`src/rtl/vga_timing_gen.sv`:
```
// VGA raster timing source: pixel/line counters with registered active-video,
// sync and start-of-line/frame strobes, all aligned to the presented counts.
module vga_timing_gen #(
  parameter int unsigned H_ACTIVE  = 640,
  parameter int unsigned H_FP      = 16,
  parameter int unsigned H_SYNC    = 96,
  parameter int unsigned H_BP      = 48,
  parameter int unsigned V_ACTIVE  = 480,
  parameter int unsigned V_FP      = 10,
  parameter int unsigned V_SYNC    = 2,
  parameter int unsigned V_BP      = 33,
  parameter bit          HSYNC_POL = 1'b0,
  parameter bit          VSYNC_POL = 1'b0
) (
  input  logic        clk,
  input  logic        reset,
  input  logic        pix_en,
  output logic [31:0] hPixel,
  output logic [31:0] line,
  output logic        video_active,
  output logic        hSync,
  output logic        vSync,
  output logic        line_start,
  output logic        frame_start
);

  localparam int unsigned H_TOTAL = H_ACTIVE + H_FP + H_SYNC + H_BP;
  localparam int unsigned V_TOTAL = V_ACTIVE + V_FP + V_SYNC + V_BP;
  localparam int unsigned HW      = (H_TOTAL > 2) ? $clog2(H_TOTAL) : 1;
  localparam int unsigned VW      = (V_TOTAL > 2) ? $clog2(V_TOTAL) : 1;
  localparam int unsigned HS_BEG  = H_ACTIVE + H_FP;
  localparam int unsigned HS_END  = H_ACTIVE + H_FP + H_SYNC;
  localparam int unsigned VS_BEG  = V_ACTIVE + V_FP;
  localparam int unsigned VS_END  = V_ACTIVE + V_FP + V_SYNC;

  logic [HW-1:0] h_cnt_q, h_cnt_d;
  logic [VW-1:0] v_cnt_q, v_cnt_d;
  logic          video_q, video_d;
  logic          hsync_q, hsync_d;
  logic          vsync_q, vsync_d;
  logic          lstart_q, lstart_d;
  logic          fstart_q, fstart_d;
  logic [31:0]   h_ext, v_ext;

  // Advance the counts, then decode the next values so flags never lag the counters.
  always_comb begin
    h_cnt_d  = h_cnt_q;
    v_cnt_d  = v_cnt_q;
    video_d  = video_q;
    hsync_d  = hsync_q;
    vsync_d  = vsync_q;
    lstart_d = 1'b0;
    fstart_d = 1'b0;
    h_ext    = 32'(h_cnt_q);
    v_ext    = 32'(v_cnt_q);
    if (pix_en) begin
      if (h_cnt_q == HW'(H_TOTAL - 1)) begin
        h_cnt_d = '0;
        v_cnt_d = (v_cnt_q == VW'(V_TOTAL - 1)) ? '0 : v_cnt_q + VW'(1);
      end else begin
        h_cnt_d = h_cnt_q + HW'(1);
      end
      h_ext    = 32'(h_cnt_d);
      v_ext    = 32'(v_cnt_d);
      video_d  = (h_ext < H_ACTIVE) && (v_ext < V_ACTIVE);
      hsync_d  = ((h_ext >= HS_BEG) && (h_ext < HS_END)) ? HSYNC_POL : ~HSYNC_POL;
      vsync_d  = ((v_ext >= VS_BEG) && (v_ext < VS_END)) ? VSYNC_POL : ~VSYNC_POL;
      lstart_d = (h_cnt_d == '0);
      fstart_d = (h_cnt_d == '0) && (v_cnt_d == '0);
    end
  end

  // Reset parks on the last pixel of a frame so the first enabled edge starts at (0,0).
  always_ff @(posedge clk) begin
    if (reset) begin
      h_cnt_q  <= HW'(H_TOTAL - 1);
      v_cnt_q  <= VW'(V_TOTAL - 1);
      video_q  <= 1'b0;
      hsync_q  <= ~HSYNC_POL;
      vsync_q  <= ~VSYNC_POL;
      lstart_q <= 1'b0;
      fstart_q <= 1'b0;
    end else begin
      h_cnt_q  <= h_cnt_d;
      v_cnt_q  <= v_cnt_d;
      video_q  <= video_d;
      hsync_q  <= hsync_d;
      vsync_q  <= vsync_d;
      lstart_q <= lstart_d;
      fstart_q <= fstart_d;
    end
  end

  assign hPixel       = 32'(h_cnt_q);
  assign line         = 32'(v_cnt_q);
  assign video_active = video_q;
  assign hSync        = hsync_q;
  assign vSync        = vsync_q;
  assign line_start   = lstart_q;
  assign frame_start  = fstart_q;

endmodule

```
`config.mk`:
```
export PLATFORM = sky130hd
export DESIGN_NAME = vga_timing_gen
export DESIGN_NICKNAME = d
export VERILOG_FILES = /design/src/rtl/vga_timing_gen.sv
export SDC_FILE = /design/constraint.sdc
export NUM_CORES = 1
export LEC_CHECK = 0
export CAP_MARGIN = 25
export CORE_MARGIN = 1.5
export CORE_UTILIZATION = 40
export CTS_CLUSTER_SIZE = 14
export DETAILED_ROUTE_END_ITERATION = 8
export PLACE_DENSITY = 0.83
export SLEW_MARGIN = 20
export SYNTH_ARGS = -nofsm -noshare
export SYNTH_HDL_FRONTEND = slang
export SYNTH_SLANG_ARGS = --single-unit
```
`constraint.sdc`:
```
create_clock -name clk -period 4.6 [get_ports clk]
set_clock_uncertainty 0.05 [all_clocks]
set_input_delay 0.92 -clock clk [delete_from_list [all_inputs] [get_ports clk]]
set_output_delay 0.92 -clock clk [all_outputs]
set_load 0.01 [all_outputs]
```
# Word level (Yosys, flattened, before mapping)
# Index checks and enable logic that the tools add are counted.
[word_totals]
regBits = 25
latchBits = 0
ram_bits = 0
rom_bits = 0
output_inout_bits = 69
word_cells = 32
n_memories = 0
[classes]
n_addsub = 2
n_mul = 0
n_div = 0
n_lt_le_gt_ge = 6
eq_ne = 2
shifts = 0
n_mux = 7
bitwise_logic = 1
n_reduce_logical = 7
[ops]
columns = ["op", "count"]
rows = [
  ["two-way mux 10 bit", 5],
  ["adder 10 x 1 -> 10 bit (second input constant)", 2],
  ["equality test 10 bit (second input constant)", 2],
  ["logical NOT 10 bit", 2],
  ["< comparator 10 bit (second input constant)", 2],
  ["< comparator 10 x 9 -> 1 bit (second input constant)", 2],
  [">= comparator 10 bit (second input constant)", 1],
  [">= comparator 10 x 9 -> 1 bit (second input constant)", 1],
  ["logical AND 1 bit", 4],
  ["two-way mux 1 bit", 2],
  ["OR reduction 2 bit", 1],
  ["inverter 1 bit", 1],
]

# Logic depth before layout (Yosys ltp)
# Gate-level depths: netlist (run 1).
[depth]
depth_word = 7
ltp_mapped = 10
depth_no_buf = 8

# Worst setup path before layout (run 1)
# Ideal clock, no wire load.
[synth_timing]
path_type = "register to register"
startpoint = "register h_cnt_q[0]"
endpoint = "register vsync_q, in the netlist vSync"
setup_time_ns = 0.120
arrival_time_ns = 2.054
required_time_ns = 4.430
slack_ns = 2.376
path_stages_with_launch = 10
synth_period_minus_slack_ns = 2.224
path_cell_list = "dfxtp_1 -> ha_1 -> buf_2 -> and4_1 -> buf_2 -> nand3_1 -> or2_2 -> nor3b_1 -> o211ai_1 -> o31a_1"
[synth_between]
elab_chain_len = 6
word_cells_on_any_way = 7
classes_between = "order compare (2); eq/ne (1); mux (3); reduce/logical (1)"
[synth_rtl]
columns = ["item", "line_no", "rtl"]
rows = [
  ["from (decl)", "36", "logic [HW-1:0] h_cnt_q, h_cnt_d;"],
  ["from (signal assigned)", "76", "h_cnt_q <= HW'(H_TOTAL - 1);"],
  ["from (signal assigned)", "84", "h_cnt_q <= h_cnt_d;"],
  ["equality test 10 bit *", "57", "if (h_cnt_q == HW'(H_TOTAL - 1)) begin"],
  ["two-way mux 10 bit *", "57", ""],
  ["two-way mux 10 bit *", "56", "if (pix_en) begin"],
  [">= comparator 10 x 9 -> 1 bit or < comparator 10 x 9 -> 1 bit (tied branches)", "67", "vsync_d = ((v_ext >= VS_BEG) && (v_ext < VS_END)) ? VSYNC_POL : ~VSYNC_POL;"],
  ["logical AND 1 bit *", "67", ""],
  ["two-way mux 1 bit *", "67", ""],
  ["to (signal assigned)", "80", "vsync_q <= ~VSYNC_POL;"],
  ["to (signal assigned)", "88", "vsync_q <= vsync_d;"],
  ["to (decl)", "40", "logic vsync_q, vsync_d;"],
]
# Mark *: on every way between the ends. The rest lies on a longest branch, timed or not. The select of a mux whose other input is x is not followed.
# A chain may end at the register's enable or synchronous reset.

==> results of run 1 <==
## worst max-delay path, delay by kind of cell
family,cells,cell delay (ps)
buf+inv,2,1330
compound gates,3,450
simple gates,1,260
## metrics by stage
stage	util, %	setup slack (ps)
2_1_floorplan	-	2380
4_1_cts	45.1	1760
6_report	45.1	1770
5_1_grt	45.1	1570
3_5_place_dp	44.1	1460
3_3_place_gp	44.1	1530
## metal layers
metal  track usage (%)  part of all wire [%]
met1              22.5                    44
met2              26.0                    46
met4              7.97                   1.8
met3              2.90                   8.0
met5                 0                     0
## state kept, by name (all words and copies together), names as in the netlist
register / cells
v_cnt_q: 10
frame_start: 1
h_cnt_q: 10
hSync: 1
video_active: 1
line_start: 1
vSync: 1
## final cells by class
type / count / area, sq um
Clock buffer: 3 / 41.3
Multi-Input combinational cell: 211 / 1200
Inverter: 6 / 22.5
Fill cell: 498 / 2590
Clock inverter: 1 / 5.00
Sequential cell: 25 / 500
Timing Repair Buffer: 28 / 278
Tap cell: 67 / 83.8
## worst paths after layout
kind | endpoint | depth (start not counted)
worst max register to register | vSync | 7
worst max-delay path | video_active | 6
worst min register to register | video_active | 1
worst min-delay path | video_active | 1
## where the power goes
group          leakage, uW  total, uW  internal (uW)  switching (uW)
clock            0.0000255        139           60.9            78.2
sequential        0.000204        263            231            32.3
combinational     0.000624        227           92.7             134
total             0.000854        629            385             244
## cell usage after synthesis (3+ instances only)
| master | instances | area [sq um] |
|---|---|---|
| nor3_1 | 7 | 35.0 |
| xnor2_1 | 8 | 70.1 |
| buf_2 | 6 | 30.0 |
| nor2_1 | 21 | 78.8 |
| dfxtp_1 | 25 | 500 |
| ha_1 | 3 | 37.5 |
| and3_1 | 5 | 31.3 |
| nand2_1 | 24 | 90.1 |
| nand3_1 | 10 | 50.1 |
| buf_4 | 45 | 338 |
| o21ai_0 | 12 | 60.1 |
| nor4_1 | 3 | 18.8 |
| a21oi_1 | 11 | 55.1 |
| inv_1 | 5 | 18.8 |
| nand4_1 | 10 | 62.6 |
| clkbuf_1 | 5 | 18.8 |
| xor2_1 | 9 | 78.8 |
## cells by family after synthesis
| logic type | Yosys count | synth area share, % |
|---|---|---|
| simple gates | 101 | 27.3 |
| buf+inv | 65 | 21.8 |
| compound gates | 44 | 14.8 |
| flops | 25 | 25.4 |
| xor+xnor | 17 | 7.57 |
| fa+ha+maj | 3 | 1.91 |
| mux | 2 | 1.02 |
| other cells | 1 | 0.191 |
==> flow_summary_export.csv, run 1 <==
group,metric,value,unit
outcome,status,"finished, final reports clean",
clock_tree,htreeDepth,1,
clock_tree,clockRootBuffer,"clkbuf_8",
worst_setup_path,cp-startpoint,"reset",
placement,dpl.hpwl,3.18,mm
timing,hold_viol_final,0,
clock_tree,cts_buffer_depth,2,
power_and_ir_drop,p_per_area,295,nW/um^2
layout,nets,281,
placement,place_inst,337,
power_and_ir_drop,p_leak,0.000854,uW
worst_setup_path,cp.arrival,2960,ps
detailed_routing,wire_per_inst,12.9,microns
timing,worstMarginPinSlew,661,ps
layout,final_cell_mix,"44 x conb_1, 27 x clkdlybuf4s50_1, 25 x dfxtp_1, 24 x nand2_1, 21 x nor2_1",
power_and_ir_drop,peakVddDrop,121,uV
global_routing,grt_remaining_overflow,0,
worst_setup_path,cpMaxStageDelayCell,"clkdlybuf4s50_1",
clock_tree,post_cts_resized,0,
global_routing,grt_pass1_wl,7.08,mm
clock_tree,holdBufCountCts,0,
placement,placed_cell_area,2080,sq um
clock_tree,tritoncts,"done",
detailed_routing,dr.pass1.iters,4,
clock_tree,post_cts_buffers,0,
timing,setup-tns-final,0,ps
placement,port_buffers,27,
yosys,netlist_area,1970,sq um
yosys,synth_ff_type,"dfxtp_1",
die,start_util,41.7,%
run,drv_cap,0,
worst_setup_path,crit_fanout,15,
worst_setup_path,r2r-start,"h_cnt_q[0]",
detailed_routing,vias,1764,
timing,finalSetupViolCount,0,
die,die_area,5350,sq um
worst_setup_path,cp.required,4740,ps
clock_tree,clk_pin_slew,100,ps
die,rows,25,
die,die_w,73.1,microns
yosys,seq_area_frac_synth,25.4,%
global_routing,antenna_found_initial,0,
yosys,synth.distinct_cells,54,
min_path,min_path_type,"register to register",
worst_setup_path,rrSetupSlack,1780,ps
worst_setup_path,endpoint_kind,"register",
power_and_ir_drop,power.total,629,uW
layout,layout_commonest_cell,"conb_1",
timing,fin_crit_sh,61.5,%
timing,period_needed,2830,ps
layout,syn_to_final_growth,8.26,%
timing,rsz0062_at_grt,"no",
die,top_level_ports,72,
global_routing,grt_usage,16.8,%
layout,drive_above_1_share,3.65,%
detailed_routing,vias_per_cell,5.17,
min_path,hp-start,"video_active",
die,coreArea,4720,sq um
yosys,yosysWarningCount,0,
timing,drv_slew,0,
yosys,async_flop_share,0,%
detailed_routing,drt_wl_total,4.42,mm
detailed_routing,drtIter0Drc,176,
global_routing,grt_max_degree,23,
worst_setup_path,start_kind,"primary input",
layout,finalNonFillerCells,341,
yosys,synth_area_per_cell,7.63,sq um
yosys,ys_ff_latch,25,
layout,final_cell_area,2130,sq um
clock_tree,numCtsBuffers,3,
die,die_h,73.1,microns
clock_tree,clk_latency,280,ps
timing,slew_headroom,55.6,%
worst_setup_path,crit_type,"primary input to register",
layout,antenna_cells,0,
yosys,syn_inst,258,
placement,routabilityCongestion,0.854,
clock_tree,cts_sinks,25,
timing,fin_hold_ws,460,ps
detailed_routing,ant_nets,0,
global_routing,grt_pass1_vias,1484,
timing,fmax,0.354,GHz
worst_setup_path,crit_path_cell_trace,"clkdlybuf4s50_1 > clkinv_1 > nand2_1 > a21oi_1 > o21a_1 > a32o_1",
yosys,synth_edf_count,0,
worst_setup_path,critical-path-max-stage-delay,870,ps
detailed_routing,drcViolationCount,0,
Power figures use the tool's default switching activity.
==> run 2, diff against run 1 <==
- PLACE_DENSITY: 0.83 -> 0.86
- clock period: 4.6 -> 2.6 ns (I/O delays scaled with it)
==> run 2 against run 1 <==
  * Sequential power is 71% higher
  * Count of clock-buffer cells in the layout is 1 higher
  * Power is 80% higher
  * Critical path depth is 1 higher
  * Critical path type is now register to register
==> flow_summary_export.csv, run 2 (same netlist as run 1, synthesis figures left out) <==
group,metric,value,unit
outcome,status,"finished, final reports clean",
layout,final_cell_mix,"44 x conb_1, 27 x clkdlybuf4s50_1, 25 x dfxtp_1, 24 x nand2_1, 21 x nor2_1",
worst_setup_path,cp.arrival,2620,ps
die,coreArea,4720,sq um
timing,hold_viol_final,0,
placement,routabilityCongestion,0.970,
placement,dpl.hpwl,3.31,mm
worst_setup_path,crit_fanout,9,
detailed_routing,ant_nets,0,
worst_setup_path,crit_type,"register to register",
layout,reg_top3,"h_cnt_q: 10 flops, v_cnt_q: 10 flops",
timing,rsz0062_at_grt,"no",
detailed_routing,vias_per_cell,5.15,
clock_tree,tritoncts,"done",
clock_tree,holdBufCountCts,0,
worst_setup_path,crit_path_cell_trace,"ha_1 > and4_1 > nand3_1 > or2_2 > nor3b_1 > o211ai_1 > o31a_1",
timing,period_needed,2500,ps
global_routing,grt_max_degree,15,
clock_tree,clk_latency,270,ps
detailed_routing,dr.pass1.iters,4,
layout,layout_commonest_cell,"conb_1",
worst_setup_path,cp.required,2720,ps
detailed_routing,drtIter0Drc,216,
power_and_ir_drop,power.total,1130,uW
layout,syn_to_final_growth,11.6,%
global_routing,grt_pass1_vias,1552,
die,rows,25,
die,top_level_ports,72,
power_and_ir_drop,p_leak,0.000893,uW
die,die_h,73.1,microns
timing,worstMarginPinSlew,623,ps
worst_setup_path,cpLargestDelayFamily,"simple AND/OR/NAND/NOR gates",
min_path,min_path_type,"register to register",
die,start_util,41.7,%
placement,port_buffers,27,
clock_tree,numCtsBuffers,3,
detailed_routing,wire_per_inst,12.8,microns
layout,fillerInstances,482,
clock_tree,cts_buffer_depth,2,
clock_tree,post_cts_resized,0,
worst_setup_path,endpoint_kind,"register",
run,drv_cap,0,
detailed_routing,vias,1804,
global_routing,grt_remaining_overflow,0,
timing,slew_headroom,58.1,%
detailed_routing,drcViolationCount,0,
placement,pre_cts_ws,161,ps
global_routing,grt_pass1_wl,7.28,mm
detailed_routing,drt_wl_total,4.48,mm
timing,setup_ws,102,ps
timing,drv_slew,0,
power_and_ir_drop,peakVddDrop,247,uV
clock_tree,htreeDepth,1,
global_routing,grt_usage,17.0,%
worst_setup_path,cpMaxStageDelayCell,"dfxtp_1",
layout,drive_above_1_share,6.36,%
die,die_w,73.1,microns
layout,final_cell_area,2200,sq um
timing,finalSetupViolCount,0,
layout,postLayoutCoreUtil,46.5,%
worst_setup_path,crit_buf_inv,0,
clock_tree,clockRootBuffer,"clkbuf_8",
clock_tree,cts_sinks,25,
timing,fin_crit_sh,96.1,%
layout,antenna_cells,0,
worst_setup_path,critical-path-max-stage-delay,410,ps
clock_tree,post_cts_buffers,0,
global_routing,antenna_found_initial,0,
timing,setup-tns-final,0,ps
timing,fmax,0.400,GHz
layout,nets,290,
power_and_ir_drop,p_per_area,515,nW/um^2
worst_setup_path,start_kind,"register",
placement,placed_cell_area,2150,sq um
clock_tree,clk_pin_slew,90,ps
die,die_area,5350,sq um
## run 2: layout make-up
type                       count  area (sq um)  area share, %
inverter                       6          22.5           1.03
multi-input combinational    211          1200           54.6
clock buffer                   4          45.0           2.05
timing repair buffer          37           345           15.7
tap                           67          83.8           3.82
sequential                    25           500           22.8
## run 2: through the flow
step,hold WS [ps],std cells
global route,480,350
floorplan,460,301
detailed placement,433,346
global placement,423,346
finish,446,350
CTS,456,350
## run 2: power breakdown
group / total (uW) / leakage, uW / internal [uW] / switching (uW)
Clock: 238 / 0.0000228 / 110 / 128
Sequential: 450 / 0.000204 / 409 / 41.6
Combinational: 445 / 0.000666 / 187 / 258
Total: 1130 / 0.000893 / 706 / 427
## run 2: layer usage
metal | part of all wire (%) | global-route usage [%] | up-vias
met5 | 0 | 0 | -
met3 | 7.6 | 4.14 | 6
met2 | 47 | 27.4 | 90
met4 | 0.80 | 4.40 | 0
li1 | - | - | 864
met1 | 45 | 22.7 | 844
## run 2: worst paths after layout
check / start / to / slack (ps) / cells past startpoint
setup / recovery: h_cnt_q[0] / vSync / 100 / 7
setup reg to reg: h_cnt_q[0] / vSync / 100 / 7
hold reg to reg: video_active / video_active / 450 / 1
hold / removal: video_active / video_active / 450 / 1
==> run 3, diff against run 2 <==
- CELL_PAD_IN_SITES_DETAIL_PLACEMENT: default -> 0
- CELL_PAD_IN_SITES_GLOBAL_PLACEMENT: default -> 1
- CORE_UTILIZATION: 40 -> 28
- MAX_ROUTING_LAYER: default -> met4
- clock period: 2.6 -> 2.1 ns (I/O delays scaled with it)
==> run 3 against run 2 <==
  * Critical endpoint unchanged
  * Utilization fell by 9.8 points
  * First-iteration DRC count fell by 34%
  * Count of clock-buffer cells in the layout fell by 1
  * Critical path depth did not move
  * Largest power group is now combinational cells
  * Clock power rose by 28%
  * Routed wire length rose by 13%
  * Worst hold slack got worse by 5.8 ps
  * Non-clock buffer count rose by 27
  * Worst setup slack got worse by 20 ps
  * Critical path type unchanged
==> flow_summary_export.csv, run 3 (same netlist as run 1, synthesis figures left out) <==
group,metric,value,unit
worst_setup_path,start_kind,"register",
clock_tree,cts_buffer_depth,2,
min_path,hold_path_depth,1,
layout,nets,317,
die,die_area,7540,sq um
detailed_routing,drcViolationCount,0,
timing,fin_crit_sh,96.1,%
layout,drive_above_1_share,18.7,%
timing,drv_slew,0,
global_routing,grt_usage,13.9,%
timing,hold_viol_final,0,
detailed_routing,vias,1849,
placement,dpl.hpwl,3.71,mm
timing,rsz0062_at_grt,"no",
die,start_util,29.0,%
clock_tree,holdBufCountCts,0,
clock_tree,tritoncts,"done",
layout,regArea,515,sq um
detailed_routing,drtIter0Drc,143,
clock_tree,clockRootBuffer,"clkbuf_8",
detailed_routing,ant_nets,0,
worst_setup_path,rrSetupSlack,80,ps
worst_setup_path,cp.arrival,2140,ps
outcome,status,"finished, final reports clean",
timing,period_needed,2020,ps
worst_setup_path,crit_type,"register to register",
die,die_w,86.8,microns
global_routing,grt_remaining_overflow,0,
placement,routabilityCongestion,0.956,
global_routing,grt.met3_usage,2.57,%
min_path,min_path_type,"register to register",
timing,fmax,0.496,GHz
global_routing,antenna_found_initial,0,
clock_tree,htreeDepth,1,
die,rows,30,
die,coreArea,6790,sq um
worst_setup_path,crit_fanout,6,
worst_setup_path,endpoint_kind,"register",
die,top_level_ports,72,
worst_setup_path,reg2reg_depth,7,
layout,layout_commonest_cell,"conb_1",
layout,fillerInstances,722,
global_routing,top_usage_layer,"met2",
global_routing,use_met1,18.1,%
worst_setup_path,cp.required,2220,ps
power_and_ir_drop,p_per_area,607,nW/um^2
clock_tree,clk_pin_slew,90,ps
detailed_routing,wire_per_inst,12.4,microns
global_routing,grt_pass1_vias,1668,
run,drv_cap,0,
global_routing,globalRouteMet2Util,21.1,%
clock_tree,numCtsBuffers,3,
layout,antenna_cells,0,
die,die_h,86.8,microns
layout,reg_top3,"h_cnt_q: 10 flops, v_cnt_q: 10 flops",
timing,finalSetupViolCount,0,
power_and_ir_drop,power.total,1510,uW
layout,multi_input_area,1240,sq um
placement,port_buffers,27,
clock_tree,cts_sinks,25,
power_and_ir_drop,peakVddDrop,281,uV
detailed_routing,vias_per_cell,4.55,
timing,setup-tns-final,0,ps
detailed_routing,dr.pass1.iters,4,
power_and_ir_drop,p_leak,0.00103,uW
global_routing,grt_pass1_wl,7.89,mm
clock_tree,clk_latency,280,ps
detailed_routing,drt_wl_total,5.05,mm
layout,syn_to_final_growth,26.6,%
global_routing,grt_max_degree,15,
layout,final_cell_mix,"44 x conb_1, 37 x buf_4, 27 x clkdlybuf4s50_1, 24 x nand2_1, 21 x nor2_1",
## run 3: routing by layer
layer | vias to the layer above | part of all wire, %
li1 | 917 | -
met2 | 77 | 46
met5 | - | 0
met4 | 0 | 2.0
met1 | 846 | 46
met3 | 9 | 6.3
## run 3: where the power goes
part | total (uW) | internal, uW | switching, uW
logic | 663 | 302 | 361
registers | 546 | 506 | 39.8
clock network | 304 | 133 | 170
total | 1510 | 942 | 571
## run 3: area by class of cell
| cell class | count | area share (%) |
|---|---|---|
| inverter | 6 | 0.904 |
| multi-input combinational | 211 | 49.7 |
| clock buffer | 3 | 1.66 |
| tap | 96 | 4.82 |
| timing repair buffer | 64 | 22.0 |
| clock inverter | 1 | 0.201 |
| sequential | 25 | 20.7 |
## run 3: worst max-delay path, cell delays in order (launching register included)
cell      delay (ps)
dfxtp_4          380
ha_2             170
nand4_1          180
nor4_2           350
xor2_1           180
and3_1           180
o211ai_1         130
o31a_1           300
## run 3: final timing paths
path	start	to
worst max-delay path	v_cnt_q[1]	vSync
worst min-delay path	video_active	video_active
worst max register to register	v_cnt_q[1]	vSync
worst min register to register	video_active	video_active
## run 3: metrics by stage
step	util [%]	setup slack, ps	area [sq um]	hold slack, ps	std cells
6_report	36.7	82.0	2490	441	406
5_1_grt	36.7	3.16	2490	470	406
4_1_cts	35.8	12.4	2430	456	404
3_5_place_dp	35.1	56.5	2390	434	400
3_3_place_gp	35.1	64.9	2390	434	400
2_1_floorplan	-	5.41	2140	422	301
## run 3: repair_timing
item                                    4_1_cts  5_1_grt
buffers inserted                              0        2
endpoints found under the setup margin        0        3
resized for setup                             0       12
